[config.mk]
export PLATFORM = sky130hd
export DESIGN_NAME = imem_fetch_unit_flat
export DESIGN_NICKNAME = d
export VERILOG_FILES = /design/src/rtl/ifu_pkg.sv /design/src/rtl/imem_fetch_unit_if.sv /design/src/rtl/ifu_queue.sv /design/src/rtl/imem_fetch_unit.sv /design/src/flat_wrapper.sv
export SDC_FILE = /design/constraint.sdc
export NUM_CORES = 1
export LEC_CHECK = 0
export BUFFER_PORTS_ARGS = -buffer_cell sky130_fd_sc_hd__buf_2
export CAP_MARGIN = 10
export CORE_ASPECT_RATIO = 0.5
export CORE_MARGIN = 2
export CORE_UTILIZATION = 35
export DETAILED_ROUTE_END_ITERATION = 7
export SYNTH_ARGS = -nofsm -noshare
export SYNTH_HDL_FRONTEND = slang
export SYNTH_SLANG_ARGS = --single-unit
[constraint.sdc]
create_clock -name clk -period 8 [get_ports clk]
set_input_delay 0.8 -clock clk [delete_from_list [all_inputs] [get_ports clk]]
set_output_delay 0.8 -clock clk [all_outputs]
set_load 0.01 [all_outputs]
[src/rtl/ifu_pkg.sv]
// Shared constants, queue entry type and address helper for the instruction fetch unit.
package ifu_pkg;

    localparam logic [31:0] DEF_RESET_PC  = 32'h0040_0000;
    localparam logic [31:0] DEF_BASE_ADDR = 32'h0040_0000;
    localparam int unsigned DEF_MEM_WORDS = 10240;
    localparam int unsigned DEF_DEPTH     = 4;
    localparam int unsigned PERF_CNT_W    = 32;

    typedef struct packed {
        logic [31:0] pc;
        logic [31:0] inst;
    } ifu_entry_t;

    // Modulo 32-bit subtraction: PCs below the base wrap to huge indices.
    function automatic logic [31:0] word_index(input logic [31:0] pc, input logic [31:0] base);
        return (pc - base) >> 2;
    endfunction

endpackage

[src/rtl/imem_fetch_unit_if.sv]
// Instruction memory read port plus decode-side handshake of the fetch unit.
interface imem_fetch_unit_if;

    logic        imem_ena;
    logic        imem_wena;
    logic [31:0] imem_addr;
    logic [31:0] imem_data;
    logic        inst_valid;
    logic [31:0] inst;
    logic [31:0] inst_pc;
    logic        inst_ready;
    logic        redirect_valid;
    logic [31:0] redirect_pc;
    logic        fetch_fault;

    modport master (
        output imem_ena, imem_wena, imem_addr, inst_valid, inst, inst_pc, fetch_fault,
        input  imem_data, inst_ready, redirect_valid, redirect_pc
    );

    modport slave (
        input  imem_ena, imem_wena, imem_addr, inst_valid, inst, inst_pc, fetch_fault,
        output imem_data, inst_ready, redirect_valid, redirect_pc
    );

endinterface

[src/rtl/ifu_queue.sv]
// Prefetch FIFO with synchronous flush; head reads as zero while empty.
module ifu_queue
    import ifu_pkg::*;
#(
    parameter int unsigned DEPTH = DEF_DEPTH
) (
    input  logic       clk,
    input  logic       rst,
    input  logic       push,
    input  logic       pop,
    input  logic       flush,
    input  ifu_entry_t wr_entry,
    output ifu_entry_t head,
    output logic       full,
    output logic       empty
);

    localparam int unsigned PW = $clog2(DEPTH);
    localparam int unsigned CW = PW + 1;

    ifu_entry_t          mem [DEPTH];
    logic [PW-1:0]       head_ptr;
    logic [PW-1:0]       tail_ptr;
    logic [CW-1:0]       cnt;

    assign full  = (cnt == CW'(DEPTH));
    assign empty = (cnt == '0);
    assign head  = empty ? '0 : mem[head_ptr];

    // NOTE: sequential state uses non-blocking assignments so every flop samples pre-edge values.
    always_ff @(posedge clk) begin
        if (rst || flush) begin
            head_ptr <= '0;
            tail_ptr <= '0;
            cnt      <= '0;
        end else begin
            if (push) tail_ptr <= tail_ptr + 1'b1;
            if (pop)  head_ptr <= head_ptr + 1'b1;
            case ({push, pop})
                2'b10:   cnt <= cnt + 1'b1;
                2'b01:   cnt <= cnt - 1'b1;
                default: cnt <= cnt;
            endcase
        end
    end

    // NOTE: storage is not reset; the count alone decides which entries are live.
    always_ff @(posedge clk) begin
        if (push) mem[tail_ptr] <= wr_entry;
    end

endmodule

[src/rtl/imem_fetch_unit.sv]
// Instruction fetch unit: PC, word mapping, fault and redirect handling around a prefetch queue.
// Optional IFU_PERF_EN adds push and flush performance counters.
module imem_fetch_unit
    import ifu_pkg::*;
#(
    parameter logic [31:0] RESET_PC  = DEF_RESET_PC,
    parameter logic [31:0] BASE_ADDR = DEF_BASE_ADDR,
    parameter int unsigned MEM_WORDS = DEF_MEM_WORDS,
    parameter int unsigned DEPTH     = DEF_DEPTH
) (
    input  logic                  clk,
    input  logic                  rst,
    imem_fetch_unit_if.master     bus
`ifdef IFU_PERF_EN
    ,
    output logic [PERF_CNT_W-1:0] perf_fetch_cnt,
    output logic [PERF_CNT_W-1:0] perf_flush_cnt
`endif
);

    logic [31:0] fetch_pc;
    logic        fetch_fault_q;
    logic [31:0] word_idx;
    logic        fault_cond;
    logic        fetch_req;
    logic        inst_valid;
    logic        pop;
    logic        q_full;
    logic        q_empty;
    ifu_entry_t  q_head;
    ifu_entry_t  q_wr;

    assign word_idx   = word_index(fetch_pc, BASE_ADDR);
    assign fault_cond = (fetch_pc[1:0] != 2'b00) || (fetch_pc < BASE_ADDR) || (word_idx >= MEM_WORDS);

    // A full queue can still take a word when decode frees the head this cycle.
    assign fetch_req  = !rst && !bus.redirect_valid && !fetch_fault_q && !fault_cond
                        && (!q_full || pop);
    assign inst_valid = !rst && !q_empty && !bus.redirect_valid;
    assign pop        = inst_valid && bus.inst_ready;
    assign q_wr       = '{pc: fetch_pc, inst: bus.imem_data};

    // NOTE: every output gets a default first so the block cannot infer a latch.
    always_comb begin
        bus.imem_ena    = fetch_req;
        bus.imem_wena   = 1'b0;
        bus.imem_addr   = 32'd0;
        if (fetch_req) bus.imem_addr = word_idx;
        bus.inst_valid  = inst_valid;
        bus.inst        = q_head.inst;
        bus.inst_pc     = q_head.pc;
        bus.fetch_fault = fetch_fault_q;
    end

    always_ff @(posedge clk) begin
        if (rst) begin
            fetch_pc      <= RESET_PC;
            fetch_fault_q <= 1'b0;
        end else if (bus.redirect_valid) begin
            fetch_pc      <= bus.redirect_pc;
            fetch_fault_q <= 1'b0;
        end else begin
            if (fault_cond) fetch_fault_q <= 1'b1;
            if (fetch_req)  fetch_pc      <= fetch_pc + 32'd4;
        end
    end

    ifu_queue #(.DEPTH(DEPTH)) u_queue (
        .clk      (clk),
        .rst      (rst),
        .push     (fetch_req),
        .pop      (pop),
        .flush    (bus.redirect_valid),
        .wr_entry (q_wr),
        .head     (q_head),
        .full     (q_full),
        .empty    (q_empty)
    );

`ifdef IFU_PERF_EN
    always_ff @(posedge clk) begin
        if (rst) begin
            perf_fetch_cnt <= '0;
            perf_flush_cnt <= '0;
        end else begin
            if (fetch_req)                        perf_fetch_cnt <= perf_fetch_cnt + 1'b1;
            if (bus.redirect_valid && !q_empty)   perf_flush_cnt <= perf_flush_cnt + 1'b1;
        end
    end
`endif

endmodule
[src/flat_wrapper.sv]
// flat-port wrapper written by rule: the top's interface ports become plain ports
module imem_fetch_unit_flat import ifu_pkg::*;
#(
    parameter logic [31:0] RESET_PC  = DEF_RESET_PC,
    parameter logic [31:0] BASE_ADDR = DEF_BASE_ADDR,
    parameter int unsigned MEM_WORDS = DEF_MEM_WORDS,
    parameter int unsigned DEPTH     = DEF_DEPTH
)
  (clk, rst, bus_imem_ena, bus_imem_wena, bus_imem_addr, bus_inst_valid, bus_inst, bus_inst_pc, bus_fetch_fault, bus_imem_data, bus_inst_ready, bus_redirect_valid, bus_redirect_pc);
  imem_fetch_unit_if bus_i ();
  input  logic clk;
  input  logic rst;
  output wire logic [$bits(bus_i.imem_ena)-1:0] bus_imem_ena;
  output wire logic [$bits(bus_i.imem_wena)-1:0] bus_imem_wena;
  output wire logic [$bits(bus_i.imem_addr)-1:0] bus_imem_addr;
  output wire logic [$bits(bus_i.inst_valid)-1:0] bus_inst_valid;
  output wire logic [$bits(bus_i.inst)-1:0] bus_inst;
  output wire logic [$bits(bus_i.inst_pc)-1:0] bus_inst_pc;
  output wire logic [$bits(bus_i.fetch_fault)-1:0] bus_fetch_fault;
  input wire logic [$bits(bus_i.imem_data)-1:0] bus_imem_data;
  input wire logic [$bits(bus_i.inst_ready)-1:0] bus_inst_ready;
  input wire logic [$bits(bus_i.redirect_valid)-1:0] bus_redirect_valid;
  input wire logic [$bits(bus_i.redirect_pc)-1:0] bus_redirect_pc;
  assign bus_imem_ena = bus_i.imem_ena;
  assign bus_imem_wena = bus_i.imem_wena;
  assign bus_imem_addr = bus_i.imem_addr;
  assign bus_inst_valid = bus_i.inst_valid;
  assign bus_inst = bus_i.inst;
  assign bus_inst_pc = bus_i.inst_pc;
  assign bus_fetch_fault = bus_i.fetch_fault;
  assign bus_i.imem_data = bus_imem_data;
  assign bus_i.inst_ready = bus_inst_ready;
  assign bus_i.redirect_valid = bus_redirect_valid;
  assign bus_i.redirect_pc = bus_redirect_pc;
  imem_fetch_unit #(.RESET_PC(RESET_PC), .BASE_ADDR(BASE_ADDR), .MEM_WORDS(MEM_WORDS), .DEPTH(DEPTH)) u_core (.clk(clk), .rst(rst), .bus(bus_i));
endmodule
[After elaboration in Yosys (flattened, before gate mapping)]
Memory sizes are Yosys's and may differ from the RTL's. A register that Yosys moved wholly into a read port is not among the register bits.
Cells that the tools add are included.
Word-level totals
  register bits: 40
  bits in latches: 0
  bits in writable memories: 256
  memory bits (read-only): 0
  input port bits: 68
  output and inout port bits: 100
  memories: 1
Memory list
  u_core.u_queue.mem: depth 4, bits a word 64, rd ports 1, clocked after memory_dff 1, write ports 1, line ifu_queue.sv:21  | ifu_entry_t mem [DEPTH];
Cells by class
  add/subtract/negate cells: 6
  multipliers: 0
  divide/modulo/power cells: 0
  $lt $le $gt $ge: 2
  equal/unequal tests: 3
  shift-type cells: 0
  muxes and demuxes: 9
  bitwise gates (word level): 0
  reduce and logical (&&, ||, !) cells: 22
Operators with widths (count)
  $mux 32: 2
  $mux 64: 1
  $add 32x3->32 const B: 1
  $lt 32x23->1 const B: 1
  $sub 32x23->32 const B: 1
  $ge 30x14->1 const B: 1
  $mux 30: 1
  $logic_and 1x1->1: 7
  $logic_not 1->1: 6
  $pmux 3 s2: 1
  $reduce_bool 2->1: 3
  $add 2x1->2 const B: 2
  $logic_or 1x1->1: 4
  $mux 2: 2
  $add 3x1->3 const B: 1
  $eq 3x3->1 const B: 1
  $logic_not 3->1: 1
  $sub 3x1->3 const B: 1
  $eq 2x1->1 const B: 1
  $eq 2x2->1 const B: 1
  $mux 1: 2
  $reduce_or 2->1: 1

[Depth between registers and ports, before layout]
  word-level depth: 9
  depth in mapped cells: 10
  gate-level depth less buffers: 10

[Cells and area by module]
Synthesis repeated with hierarchy kept, for this count alone.
Unflattened totals
  cell total of the unflattened synthesis: 691
  area total of the unflattened synthesis: 12110.4 um^2
By module, submodules not included
  ifu_queue: instances 1, cells an instance 453, area an instance 10109.7 um^2
  imem_fetch_unit: instances 1, cells an instance 238, area an instance 2000.7 um^2

[Worst setup path after synthesis]
OpenSTA, ideal clock, no wires.
  path type: register -> register
  start: reg u_core.fetch_pc[22]
  end: mem u_core.u_queue.mem[0][0] in the netlist's numbering, enable pin
  library setup time: 0.429 ns
  arrival: 3.683 ns
  required time: 7.571 ns
  setup slack: 3.888 ns
  stages on the path, launching flop included: 9
  period minus slack after synthesis: 4.112 ns
  cell sequence: dfxtp_1 -> inv_1 -> ha_1 -> or4b_1 -> nor3_2 -> nor3_1 -> nor4_4 -> clkbuf_1 -> and2_1
On the way
  cells in the longest elaborated chain, start to end: 8
  elaborated cells between the ends (all ways): 10
  classes of those cells: add/sub (1); order compare (2); mux (2); reduce/logical (5)
Ends and longest elaborated chain
  start, declared: line imem_fetch_unit.sv:21  | logic [31:0] fetch_pc;
  start signal, assigned: line imem_fetch_unit.sv:60  | fetch_pc <= bus.redirect_pc;
  start signal, assigned: line imem_fetch_unit.sv:64  | if (fetch_req) fetch_pc <= fetch_pc + 32'd4;
  $sub 32x23->32 / $lt 32x23->1 (equally long branches): line ifu_pkg.sv:17, imem_fetch_unit.sv:34
  $ge 30x14->1 / $logic_or 1x1->1 (equally long branches): line imem_fetch_unit.sv:34  | assign fault_cond = (fetch_pc[1:0] != 2'b00) || (fetch_pc < BASE_ADDR) || (word_idx >= MEM_WORDS);
  $logic_or 1x1->1 *: line imem_fetch_unit.sv:34
  $logic_not 1->1 *: line imem_fetch_unit.sv:37  | assign fetch_req = !rst && !bus.redirect_valid && !fetch_fault_q && !fault_cond
  $logic_and 1x1->1 *: line imem_fetch_unit.sv:37
  $logic_and 1x1->1 *: line imem_fetch_unit.sv:38  | && (!q_full || pop);
  $mux 1 *: line ifu_queue.sv:49  | if (push) mem[tail_ptr] <= wr_entry;
  $mux 1 (implied by the code) *: line ifu_queue.sv:49
  end, declared: line ifu_queue.sv:21
Mark *: on every way between the ends. The rest lies on a longest branch, timed or not.

[Worst setup path in the final report]
  start: reg u_core.fetch_pc[22]
  end: out bus_imem_addr[9]
On the way
  cells in the longest elaborated chain, start to end: 7
  elaborated cells between the ends (all ways): 9
  classes of those cells: add/sub (1); order compare (2); mux (1); reduce/logical (5)
Ends and longest elaborated chain
  $sub 32x23->32 / $lt 32x23->1 (equally long branches): line ifu_pkg.sv:17, imem_fetch_unit.sv:34
  $ge 30x14->1 / $logic_or 1x1->1 (equally long branches): line imem_fetch_unit.sv:34
  $logic_or 1x1->1 *: line imem_fetch_unit.sv:34
  $logic_not 1->1 *: line imem_fetch_unit.sv:37
  $logic_and 1x1->1 *: line imem_fetch_unit.sv:37
  $logic_and 1x1->1 *: line imem_fetch_unit.sv:38
  $mux 30 *: line imem_fetch_unit.sv:48  | if (fetch_req) bus.imem_addr = word_idx;
  end, declared: line flat_wrapper.sv:15  | output wire logic [$bits(bus_i.imem_addr)-1:0] bus_imem_addr;
Marks and branches as above.

==> implementation parameters <==
Parameter                              Value

Pwr
  Total leakage power ... 4.99 nW
  Worst vdd ir ... 0.140 mV
  PwrDens ... 219 mW/mm^2

Setup path
  Element type at the critical path end ... output port
  Crit path max-delay family ... simple AND/OR/NAND/NOR gates
  Source of the worst register-to-register timing path ... u_core.fetch_pc[22]$_SDFFE_PP1P_
  Reg-to-reg setup timing slack ... 3980 ps
  Setup Crit Path Kind ... reg2out
  Buf/Inv on CP ... 3
  WP data arrival ... 3450 ps
  Standard cell with the maximum stage delay on the critical path ... sky130_fd_sc_hd__dfxtp_1
  Worst Path Required ... 7200 ps
  Worst stage delay on the critical path ... 520 ps
  Startpoint class of the critical path ... flip-flop
  Maximum fanout along the worst path ... 27
  List of cells traversed by the critical path ... inv_1 -> ha_1 -> or4b_1 -> nor3_2 -> nor3_1 -> nor4_4 -> buf_4 -> and2_1 -> buf_2
  Reg2reg path depth ... 9
  Terminus of the critical flop-to-flop path ... u_core.u_queue.mem[3][51]$_DFFE_PP_

CTS
  Resize count post-CTS ... 0
  Hold-fix buffer count after cts ... 0
  Sinks on the clock net ... between 200 and 300
  CTS max path bufs ... 3
  Total setup buffers inserted after CTS ... 0
  Maximum level of the CTS H-tree ... 1
  CTS root buf ... sky130_fd_sc_hd__clkbuf_16
  Clock tree from TritonCTS ... built
  Clock buffer count from CTS ... 30
  Clk Latency, worst-skew pair ... 550 ps
  Reg clk slew, reported paths ... 60 ps

Route
  Vias ... 6613
  Drt total wl ... 26.1 mm
  DRC viols ... 0
  Routed wire length per instance ... 19.3 um
  Number of routed nets with antenna violations ... 0
  Vias per cell ... 4.89
  Number of detailed-routing iterations run before antenna repair ... 4
  Violation count after the first detailed-route iteration ... between 300 and 400

Die
  Site Rows ... 48
  Horizontal die dimension ... 267 um
  Die H ... 136 um
  IO Pins ... 168
  Initial Utilization ... 35.4%
  CORE AREA ... 0.0343 mm^2
  DIE AREA ... about 0.036 mm^2

Timing
  Worst Clk Skew ... 11.2 ps
  Hold Vio Cnt, Final ... 0
  Post-layout worst setup margin ... ~3700 ps
  Count of final max-slew check failures ... 0
  Tightest Pin Transition ... 1090 ps
  Share of the cycle needed by the critical path after routing ... a little over half
  Worst relative slew slack ... a little over a quarter
  Max Clock Freq ... between 200 and 250 MHz
  Final critical delay including setup and external delays ... 4250 ps
  Setup repair after global routing missed its margin ... false
  Setup TNS ... 0 ps
  Total of endpoints with negative setup slack in the final report ... 0

Cells and area
  Relative area change from synthesis to final layout ... 17.3%
  Antenna diode count ... 0
  Final #Nets ... 936
  Most common library cell in the layout ignoring fill and taps ... sky130_fd_sc_hd__edfxtp_1
  Top library cells by usage in the layout, fill and taps aside ... 256 x sky130_fd_sc_hd__edfxtp_1, 150 x sky130_fd_sc_hd__buf_2, 83 x sky130_fd_sc_hd__and2_1
  Layout cells sized above 1 ... 30.8%

GRT
  Global Route Usage Sum ... 14.1%
  Wire length of the first global-routing pass ... about 40 mm
  Grt ovf ... 0
  Maximum number of pins on one net before global-route repair ... 67
  Via count of the first global-routing pass ... 6864
  Antenna violations before repair ... 1

Place
  Pre-CTS setup slack ... 3750 ps
  Final HPWL DP ... 15.3 mm
  Port Buffer Count ... 150
  Global placer's final weighted congestion ... 0.749

Synth
  Ranking of synthesized cells by area ... sky130_fd_sc_hd__edfxtp_1 63%, sky130_fd_sc_hd__mux4_2 12%, sky130_fd_sc_hd__dfxtp_1 6.9%
  Count of mapped cells out of synthesis ... between 700 and 800
  EDFF count, synth ... 256
  Async set or reset register ratio after synthesis ... 0%
  Number of synthesized register bits ... approximately 300
  Most frequently used flop master after synthesis ... sky130_fd_sc_hd__edfxtp_1
  Post-synthesis cell type with the largest combined area ... sky130_fd_sc_hd__edfxtp_1
  Post-synthesis cell type count ... 56
  Combined area of all synthesized cells ... approximately 0.012 mm^2
  Part of the Yosys area used for sequential elements ... 70.3%
  YS warnings ... 0
  Proportion of netlist area held by the largest area contributor ... 63.4%
  Avg Inst Size Synth ... 17.2 um^2

Flow run
  MaxCap Viol Count ... 0

Min path
  Critical hold path startpoint ... bus_imem_data[22]
  Hold/Removal Path Class ... in2reg
  Capture endpoint of the worst hold path ... u_core.u_queue.mem[3][22]$_DFFE_PP_
  Number of cells on the worst hold path ... 1

Run status
  Run status ... finished clean
[cells by family after synthesis]
family          share of synthesized area, %
compound gates                          2.63
xor+xnor                               0.361
fa+ha+maj                              0.990
buf+inv                                 2.55
flops                                   70.3
mux                                     13.8
other cells                           0.0309
simple gates                            9.37
[registers in the layout (all words and copies together), names as in the netlist, named ones only]
register	flops
u_core.u_queue.mem	256
u_core.fetch_pc	32
u_core.u_queue.cnt	3
u_core.u_queue.head_ptr	2
u_core.u_queue.tail_ptr	2
u_core.bus.fetch_fault	1
[power breakdown]
group	leakage (nW)	internal, mW	switching, mW
registers	2.68	1.70	0.0252
clock network	0.439	0.753	0.547
logic	1.87	0.0392	0.0596
[how the worst max path moves through the flow]
stage                                           startpoint  cells past startpoint                                   to
after detailed placement                bus_redirect_valid                      8   u_core.u_queue.mem[3][4]$_DFFE_PP_
final                     u_core.fetch_pc[22]$_SDFFE_PP1P_                      9                     bus_imem_addr[9]
after floorplan           u_core.fetch_pc[22]$_SDFFE_PP1P_                      8   u_core.u_queue.mem[0][0]$_DFFE_PP_
after CTS                 u_core.fetch_pc[22]$_SDFFE_PP1P_                      9                     bus_imem_addr[9]
after global routing      u_core.fetch_pc[22]$_SDFFE_PP1P_                      9                    bus_imem_addr[12]
after global placement                  bus_redirect_valid                      8  u_core.u_queue.mem[3][17]$_DFFE_PP_
[cell type report]
type	count	area, um^2
Clock buffer	37	787
Fill cell	3080	20100
Timing Repair Buffer	154	781
Multi-Input combinational cell	361	3370
Sequential cell	298	8540
Inverter	14	52.6
Tap cell	475	594
Clock inverter	13	116
[routing by layer]
layer / wire length (um) / global-route usage [%]
met5: 13 / 0
met4: 598 / 3.78
met3: 854 / 2.13
met2: 13900 / 26.1
met1: 10700 / 17.4
[worst reg2reg max path: stages (launching register included)]
cell and delay [ps]:
sky130_fd_sc_hd__dfxtp_1 520, sky130_fd_sc_hd__inv_1 150, sky130_fd_sc_hd__ha_1 300, sky130_fd_sc_hd__or4b_1 510, sky130_fd_sc_hd__nor3_2 190, sky130_fd_sc_hd__nor3_1 100, sky130_fd_sc_hd__nor4_4 440, sky130_fd_sc_hd__buf_4 380
sky130_fd_sc_hd__and2_4 210, sky130_fd_sc_hd__buf_4 750
[through the flow]
step	total power [mW]	hold slack, ps	area, um^2	util [%]	std cells
after floorplan	1.81	446	12200	-	723
after global placement	1.85	476	13300	38.9	1302
after detailed placement	1.85	495	13300	38.9	1302
after CTS	3.15	439	14200	41.5	1352
after global routing	3.22	446	14200	41.5	1352
final	3.12	467	14200	41.5	1352
[cells in the mapped netlist, drive strengths merged, types with 2 or more instances]
| cell type | number |
|---|---|
| edfxtp | 256 |
| and2 | 87 |
| mux4 | 64 |
| dfxtp | 42 |
| nor2 | 33 |
| buf | 29 |
| nand2 | 24 |
| mux2i | 23 |
| clkbuf | 21 |
| inv | 14 |
| nor4 | 10 |
| a31oi | 9 |
| nor3 | 9 |
| o21ai | 9 |
| a21oi | 8 |
| ha | 8 |
| nand3 | 6 |
| a211oi | 5 |
| xnor2 | 4 |
| and4 | 3 |
| nand3b | 3 |
| nand4 | 3 |
| o31a | 3 |
| or3 | 3 |
| or4b | 3 |
| a32oi | 2 |
| and3 | 2 |
| nand2b | 2 |
| nor2b | 2 |
| nor3b | 2 |
| or4 | 2 |
Note: power is estimated with default switching activity, not from simulation.
